==> src/rtl/descr_frame_ctrl_if.sv <==
// Link-side signal bundle for the descrambler framing controller.
// master drives enable and descrambled bits; slave is the controller.
interface descr_frame_ctrl_if;
  logic        en_i;
  logic        descr_bit_i;
  logic        descr_rstn_o;
  logic        lock_o;
  logic        frame_start_o;
  logic [7:0]  byte_o;
  logic        byte_valid_o;
  logic [15:0] frame_cnt_o;
  logic [15:0] miss_total_o;

  modport master (
    output en_i, descr_bit_i,
    input  descr_rstn_o, lock_o, frame_start_o, byte_o, byte_valid_o, frame_cnt_o, miss_total_o
  );

  modport slave (
    input  en_i, descr_bit_i,
    output descr_rstn_o, lock_o, frame_start_o, byte_o, byte_valid_o, frame_cnt_o, miss_total_o
  );
endinterface

==> src/rtl/descr_frame_ctrl.sv <==
// Sequencing/framing controller for a 12-bit self-synchronising descrambler.
// Define DESCR_FRAME_STATS_EN to build the good-sync and sync-miss counters.
module descr_frame_ctrl #(
  parameter int unsigned       SYNC_W      = 16,
  parameter logic [SYNC_W-1:0] SYNC_WORD   = 16'hA5F0,
  parameter int unsigned       FRAME_BYTES = 8,
  parameter int unsigned       MISS_MAX    = 3,
  parameter int unsigned       FLUSH_LEN   = 12
) (
  input  logic               clk_i,
  input  logic               rstn_i,
  descr_frame_ctrl_if.slave  bus
);

  localparam int unsigned PayloadBits = FRAME_BYTES * 8;
  localparam int unsigned CntMax0 = (FLUSH_LEN > PayloadBits) ? FLUSH_LEN : PayloadBits;
  localparam int unsigned CntMax  = (CntMax0 > SYNC_W) ? CntMax0 : SYNC_W;
  localparam int unsigned CntW    = (CntMax > 1) ? $clog2(CntMax) : 1;
  localparam int unsigned MissW   = $clog2(MISS_MAX + 1);

  typedef enum logic [2:0] {StIdle, StFlush, StSearch, StPayload, StSync} state_e;

  state_e            r_state_q, r_state_d;
  logic [CntW-1:0]   r_cnt_q, r_cnt_d;
  logic [MissW-1:0]  r_miss_q, r_miss_d;
  logic [SYNC_W-1:0] r_shreg_q, r_shreg_d;
  logic [6:0]        r_byte_sr_q, r_byte_sr_d;
  logic [7:0]        r_byte_q, r_byte_d;
  logic              r_byte_valid_q, r_byte_valid_d;
  logic              r_frame_start_q, r_frame_start_d;
  logic              r_lock_q, r_lock_d;
  logic              r_descr_rstn_q, r_descr_rstn_d;

  logic [SYNC_W-1:0] w_shift;
  logic [7:0]        w_byte;
  logic              w_search_full;

  assign w_shift       = {r_shreg_q[SYNC_W-2:0], bus.descr_bit_i};
  assign w_byte        = {r_byte_sr_q, bus.descr_bit_i};
  assign w_search_full = (r_cnt_q == CntW'(SYNC_W - 1));

  always_comb begin
    r_state_d       = r_state_q;
    r_cnt_d         = r_cnt_q;
    r_miss_d        = r_miss_q;
    r_shreg_d       = r_shreg_q;
    r_byte_sr_d     = r_byte_sr_q;
    r_byte_d        = r_byte_q;
    r_byte_valid_d  = 1'b0;
    r_frame_start_d = 1'b0;
    r_lock_d        = r_lock_q;

    // Disable wins over everything, including a byte completing this cycle.
    if (r_state_q != StIdle && !bus.en_i) begin
      r_state_d = StIdle;
      r_lock_d  = 1'b0;
      r_miss_d  = '0;
      r_cnt_d   = '0;
    end else begin
      unique case (r_state_q)
        StIdle: begin
          if (bus.en_i) begin
            r_state_d = StFlush;
            r_cnt_d   = '0;
            r_shreg_d = '0;
          end
        end
        StFlush: begin
          if (r_cnt_q == CntW'(FLUSH_LEN - 1)) begin
            r_state_d = StSearch;
            r_cnt_d   = '0;
          end else begin
            r_cnt_d = r_cnt_q + CntW'(1);
          end
        end
        StSearch: begin
          r_shreg_d = w_shift;
          if (w_search_full && w_shift == SYNC_WORD) begin
            r_state_d       = StPayload;
            r_cnt_d         = '0;
            r_lock_d        = 1'b1;
            r_frame_start_d = 1'b1;
          end else if (!w_search_full) begin
            r_cnt_d = r_cnt_q + CntW'(1);
          end
        end
        StPayload: begin
          r_byte_sr_d = w_byte[6:0];
          if (r_cnt_q[2:0] == 3'b111) begin
            r_byte_d       = w_byte;
            r_byte_valid_d = 1'b1;
          end
          if (r_cnt_q == CntW'(PayloadBits - 1)) begin
            r_state_d = StSync;
            r_cnt_d   = '0;
          end else begin
            r_cnt_d = r_cnt_q + CntW'(1);
          end
        end
        StSync: begin
          r_shreg_d = w_shift;
          if (r_cnt_q == CntW'(SYNC_W - 1)) begin
            r_cnt_d = '0;
            if (w_shift == SYNC_WORD) begin
              r_state_d       = StPayload;
              r_miss_d        = '0;
              r_frame_start_d = 1'b1;
            end else if (r_miss_q == MissW'(MISS_MAX - 1)) begin
              // Descrambler self-resyncs, so only the framer re-hunts.
              r_state_d = StSearch;
              r_lock_d  = 1'b0;
              r_miss_d  = '0;
            end else begin
              r_state_d = StPayload;
              r_miss_d  = r_miss_q + MissW'(1);
            end
          end else begin
            r_cnt_d = r_cnt_q + CntW'(1);
          end
        end
        default: r_state_d = StIdle;
      endcase
    end

    r_descr_rstn_d = (r_state_d != StIdle);
  end

  always_ff @(posedge clk_i or negedge rstn_i) begin
    if (!rstn_i) begin
      r_state_q       <= StIdle;
      r_cnt_q         <= '0;
      r_miss_q        <= '0;
      r_shreg_q       <= '0;
      r_byte_sr_q     <= '0;
      r_byte_q        <= '0;
      r_byte_valid_q  <= 1'b0;
      r_frame_start_q <= 1'b0;
      r_lock_q        <= 1'b0;
      r_descr_rstn_q  <= 1'b0;
    end else begin
      r_state_q       <= r_state_d;
      r_cnt_q         <= r_cnt_d;
      r_miss_q        <= r_miss_d;
      r_shreg_q       <= r_shreg_d;
      r_byte_sr_q     <= r_byte_sr_d;
      r_byte_q        <= r_byte_d;
      r_byte_valid_q  <= r_byte_valid_d;
      r_frame_start_q <= r_frame_start_d;
      r_lock_q        <= r_lock_d;
      r_descr_rstn_q  <= r_descr_rstn_d;
    end
  end

  assign bus.descr_rstn_o  = r_descr_rstn_q;
  assign bus.lock_o        = r_lock_q;
  assign bus.frame_start_o = r_frame_start_q;
  assign bus.byte_o        = r_byte_q;
  assign bus.byte_valid_o  = r_byte_valid_q;

`ifdef DESCR_FRAME_STATS_EN
  logic [15:0] r_frame_cnt_q;
  logic [15:0] r_miss_total_q;
  logic        w_miss_evt;

  assign w_miss_evt = (r_state_q == StSync) && bus.en_i && (r_cnt_q == CntW'(SYNC_W - 1)) &&
                      (w_shift != SYNC_WORD);

  always_ff @(posedge clk_i or negedge rstn_i) begin
    if (!rstn_i) begin
      r_frame_cnt_q  <= '0;
      r_miss_total_q <= '0;
    end else begin
      if (r_frame_start_d && r_frame_cnt_q != 16'hFFFF) begin
        r_frame_cnt_q <= r_frame_cnt_q + 16'd1;
      end
      if (w_miss_evt && r_miss_total_q != 16'hFFFF) begin
        r_miss_total_q <= r_miss_total_q + 16'd1;
      end
    end
  end

  assign bus.frame_cnt_o  = r_frame_cnt_q;
  assign bus.miss_total_o = r_miss_total_q;
`else
  assign bus.frame_cnt_o  = 16'h0;
  assign bus.miss_total_o = 16'h0;
`endif

endmodule

==> src/flat_wrapper.sv <==
// flat-port wrapper written by rule: the top's interface ports become plain ports
module descr_frame_ctrl_flat 
#(
  parameter int unsigned       SYNC_W      = 16,
  parameter logic [SYNC_W-1:0] SYNC_WORD   = 16'hA5F0,
  parameter int unsigned       FRAME_BYTES = 8,
  parameter int unsigned       MISS_MAX    = 3,
  parameter int unsigned       FLUSH_LEN   = 12
)
  (clk_i, rstn_i, bus_en_i, bus_descr_bit_i, bus_descr_rstn_o, bus_lock_o, bus_frame_start_o, bus_byte_o, bus_byte_valid_o, bus_frame_cnt_o, bus_miss_total_o);
  descr_frame_ctrl_if bus_i ();
  input  logic clk_i;
  input  logic rstn_i;
  input wire logic [$bits(bus_i.en_i)-1:0] bus_en_i;
  input wire logic [$bits(bus_i.descr_bit_i)-1:0] bus_descr_bit_i;
  output wire logic [$bits(bus_i.descr_rstn_o)-1:0] bus_descr_rstn_o;
  output wire logic [$bits(bus_i.lock_o)-1:0] bus_lock_o;
  output wire logic [$bits(bus_i.frame_start_o)-1:0] bus_frame_start_o;
  output wire logic [$bits(bus_i.byte_o)-1:0] bus_byte_o;
  output wire logic [$bits(bus_i.byte_valid_o)-1:0] bus_byte_valid_o;
  output wire logic [$bits(bus_i.frame_cnt_o)-1:0] bus_frame_cnt_o;
  output wire logic [$bits(bus_i.miss_total_o)-1:0] bus_miss_total_o;
  assign bus_i.en_i = bus_en_i;
  assign bus_i.descr_bit_i = bus_descr_bit_i;
  assign bus_descr_rstn_o = bus_i.descr_rstn_o;
  assign bus_lock_o = bus_i.lock_o;
  assign bus_frame_start_o = bus_i.frame_start_o;
  assign bus_byte_o = bus_i.byte_o;
  assign bus_byte_valid_o = bus_i.byte_valid_o;
  assign bus_frame_cnt_o = bus_i.frame_cnt_o;
  assign bus_miss_total_o = bus_i.miss_total_o;
  descr_frame_ctrl #(.SYNC_W(SYNC_W), .SYNC_WORD(SYNC_WORD), .FRAME_BYTES(FRAME_BYTES), .MISS_MAX(MISS_MAX), .FLUSH_LEN(FLUSH_LEN)) u_core (.clk_i(clk_i), .rstn_i(rstn_i), .bus(bus_i));
endmodule
==> config.mk <==
export PLATFORM = sky130hd
export DESIGN_NAME = descr_frame_ctrl_flat
export DESIGN_NICKNAME = d
export VERILOG_FILES = /design/src/rtl/descr_frame_ctrl_if.sv /design/src/rtl/descr_frame_ctrl.sv /design/src/flat_wrapper.sv
export SDC_FILE = /design/constraint.sdc
export NUM_CORES = 1
export LEC_CHECK = 0
export ABC_AREA = 1
export CELL_PAD_IN_SITES_DETAIL_PLACEMENT = 1
export CELL_PAD_IN_SITES_GLOBAL_PLACEMENT = 1
export CORE_MARGIN = 2
export CORE_UTILIZATION = 30
export CTS_BUF_LIST = sky130_fd_sc_hd__clkbuf_8 sky130_fd_sc_hd__clkbuf_16
export CTS_CLUSTER_SIZE = 25
export DETAILED_ROUTE_END_ITERATION = 7
export GPL_TIMING_DRIVEN = 0
export PLACE_DENSITY_LB_ADDON = 0.25
export SETUP_SLACK_MARGIN = 0.05
export SYNTH_ARGS = -nofsm -noshare
export SYNTH_HDL_FRONTEND = slang
export SYNTH_SLANG_ARGS = --single-unit
==> constraint.sdc <==
create_clock -name clk_i -period 1.6 [get_ports clk_i]
set_input_delay 0.32 -clock clk_i [delete_from_list [all_inputs] [get_ports clk_i]]
set_output_delay 0.32 -clock clk_i [all_outputs]
set_load 0.01 [all_outputs]
==> metrics.cfg <==
[final_layout]
final_cells=449
final_common_cell=buf_4
final_net_count=352
layout-drive-gt1-share=0.288
utilization=0.406
diodes=0
area_delta_synth_final_pct=31.3
mostFrequentLayoutCells=46 x buf_4, 42 x dfrtp_1, 38 x nand2_1
final_design_area_no_fill_um2=3140

[pwr]
leakagePower_nw=1.67
sw_frac_of_total=0.341
p_per_area_nw_per_um2=940
p_int_w=0.00194
peakVddDrop_uv=297
seqPwrFrac=0.469
switchingPower_w=0.00101
pwr-share-clk=0.227
p_comb_frac=0.304

[floorplanning]
rows=32
ios=48
start_util=0.309
die_area_um2=8700
fp.dieH_um=93.3
die_w_um=93.3
core_um2=7730

[setup_path]
r2r_setup_slack_ps=-3
crit_fanout=7
cpPeakStageDelay_ps=460
cp-end-kind=flop
path_buf_inv=0
critPathMostFrequentCell=nand2_4
crit_type=flop to flop
crit_path_top_delay_cell=dfrtp_1
start_kind=flop
crit_chain=nor2_2 -> nor2b_4 -> nand3_2 -> nand2_4 -> nand2_4 -> nand3b_1 -> nand2_1
cp_top_family=simple AND/OR/NAND/NOR gates
arrival_ps=1790
required_ps=1790

[sta]
finalCritPeriodShare=1.00
hold_slack_ps=18.7
skew_ps=5.59
slew_violations=0
setup_viol=1
slew_headroom=0.606
min_period_ps=1600
setup_ws_ps=-2.88
worst_slew_pin_slew_ps=591
rsz0062_at_grt=true
hold_viol=0
fmax_mhz=624

[clock_network]
path_clk_slew_ps=80
cts_root_buffer=clkbuf_8
cts_tree=built
cts_hold_buf=0
h-tree-depth=2
clock-sinks=45
worstSkewPairLatency_ps=290
cts_made_buffers=5
clk_path_buf_depth=2

[placement]
place_inst=427
routabilityCongestion=0.782
placed_area_um2=2810
io_buffers=15
dp_hpwl_mm=3.88

[synthesis]
yosys.area_share.xor_xnor=0.00366
muxShareOfSynthArea=0
synth_top_family_by_area=simple AND/OR/NAND/NOR gates
syn_area_per_cell_um2=8.60
synth_cell_types=31
ys_seq_area_frac=0.471
synth_area_leaders=dfrtp_1 47%, buf_4 10%, nand2_1 6.4%
ys_seq_elements=45
synth_area_um2=2390
synth_simple_gate_area_frac=0.227
yosys.area.top_type=dfrtp_1
yosysWarnings=0
synth_compound_area_frac=0.102
synth_top_area_frac=0.471
synthAdderAreaFrac=0.0105
syn_inst=278

[outcome]
failed_checks=negative setup slack
outcome=finished with violations

[global_routing]
grtUsageTotal=0.129
grt_pass1_vias=1940
grt_pass1_wl_mm=9.03
grt_max_degree=25
grt-ovfl-total=0
antenna_found_initial=0

[route]
drt_wl_total_mm=5.57
wl_per_cell_um=12.4
route.met3.wl_um=203
drcViolationCount=0
routedLengthMet1_mm=2.44
viasPerCell=4.31
wl_met2_mm=2.84
firstDrtPassIters=4
drt_iter0_markers=52
vias=1936
top_layer=met4
ant_nets=0

[flow_run]
max-cap-violations=0

[min_path]
holdCritPathClass=input pin to asynchronous set/reset pin

state kept, by name (all words and copies together) (netlist names), 2 cells and up:
signal,count
u_core.bus.byte_o,8
u_core.r_byte_sr_q,7
u_core.r_cnt_q,6
u_core.r_miss_q,2
u_core.r_shreg_q,15
u_core.r_state_q,3
logic make-up (layout without fill, tap and decap cells):
group | count (synthesis) | after routing
simple gates | 112 | 112
buf+inv | 77 | 115
flops | 45 | 45
compound gates | 40 | 40
fa+ha+maj | 2 | 2
other cells | 1 | 32
xor+xnor | 1 | 1
power by group through the flow:
stage          Combinational (W)  Sequential, W  Clock (W)
5_1_grt                  0.00100        0.00140   0.000754
3_3_place_gp            0.000742        0.00140          0
6_report                0.000897        0.00138   0.000671
2_1_floorplan           0.000560        0.00140          0
3_5_place_dp            0.000764        0.00141          0
4_1_cts                 0.000801        0.00139   0.000709
final timing paths:
kind                                      start                    to  depth (start not counted)
max                           u_core.r_cnt_q[4]     u_core.r_cnt_q[1]                          7
min                                      rstn_i  u_core.bus.byte_o[7]                          1
max reg2reg                   u_core.r_cnt_q[4]     u_core.r_cnt_q[1]                          7
min reg2reg                u_core.bus.byte_o[4]  u_core.bus.byte_o[4]                          2
max in group asynchronous                rstn_i  u_core.r_shreg_q[11]                          2
min in group clk_i         u_core.bus.byte_o[4]  u_core.bus.byte_o[4]                          2
layer usage:
layer | up-vias | track usage
li1 | 963 | -
met1 | 934 | 0.165
met2 | 33 | 0.219
met3 | 6 | 0.0258
met4 | 0 | 0.0392
met5 | - | 0
area by class of cell:
cell class,count,area [um2]
buffer,37,290
clock buffer,5,68.8
clock inverter,3,13.8
fill,935,4590
inverter,40,150
multi-input combinational,187,1060
sequential,45,1130
tap,102,128
timing repair buffer,30,300
worst reg2reg max path, cell delays in order, from the launching register on:
cell	delay, ps
dfrtp_1	460
nor2_2	190
nor2b_4	300
nand3_2	130
nand2_4	150
nand2_4	90
nand3b_1	110
nand2_1	60
per-stage QoR:
step                power (W)  worst slack, ps  TNS (ps)
finish                0.00295            -2.88     -2.88
global route          0.00316            -55.7      -299
CTS                   0.00290             41.3         0
detailed placement    0.00218             -337     -6430
global placement      0.00215            -1110    -55960
floorplan             0.00196              152         0
cells in the mapped netlist (all sizes together):
master  instances
buf            37
nand3b          3
o22ai          16
o21ai          20
inv            40
nor4            1
dfrtp          45
a31oi           1
nor3b           1
nand4           2
conb            1
ha              2
nand3          22
nand2          46
a21oi           3
nor2           31
nor2b           1
xor2            1
nor3            5
repair_timing:
item,CTS,global route
buffers inserted,6,8
endpoints found under the setup margin,11,39
pin swaps,3,11
gates resized for setup,11,28
hold endpoints to repair,0,0
(Power assumes the default switching activity.)
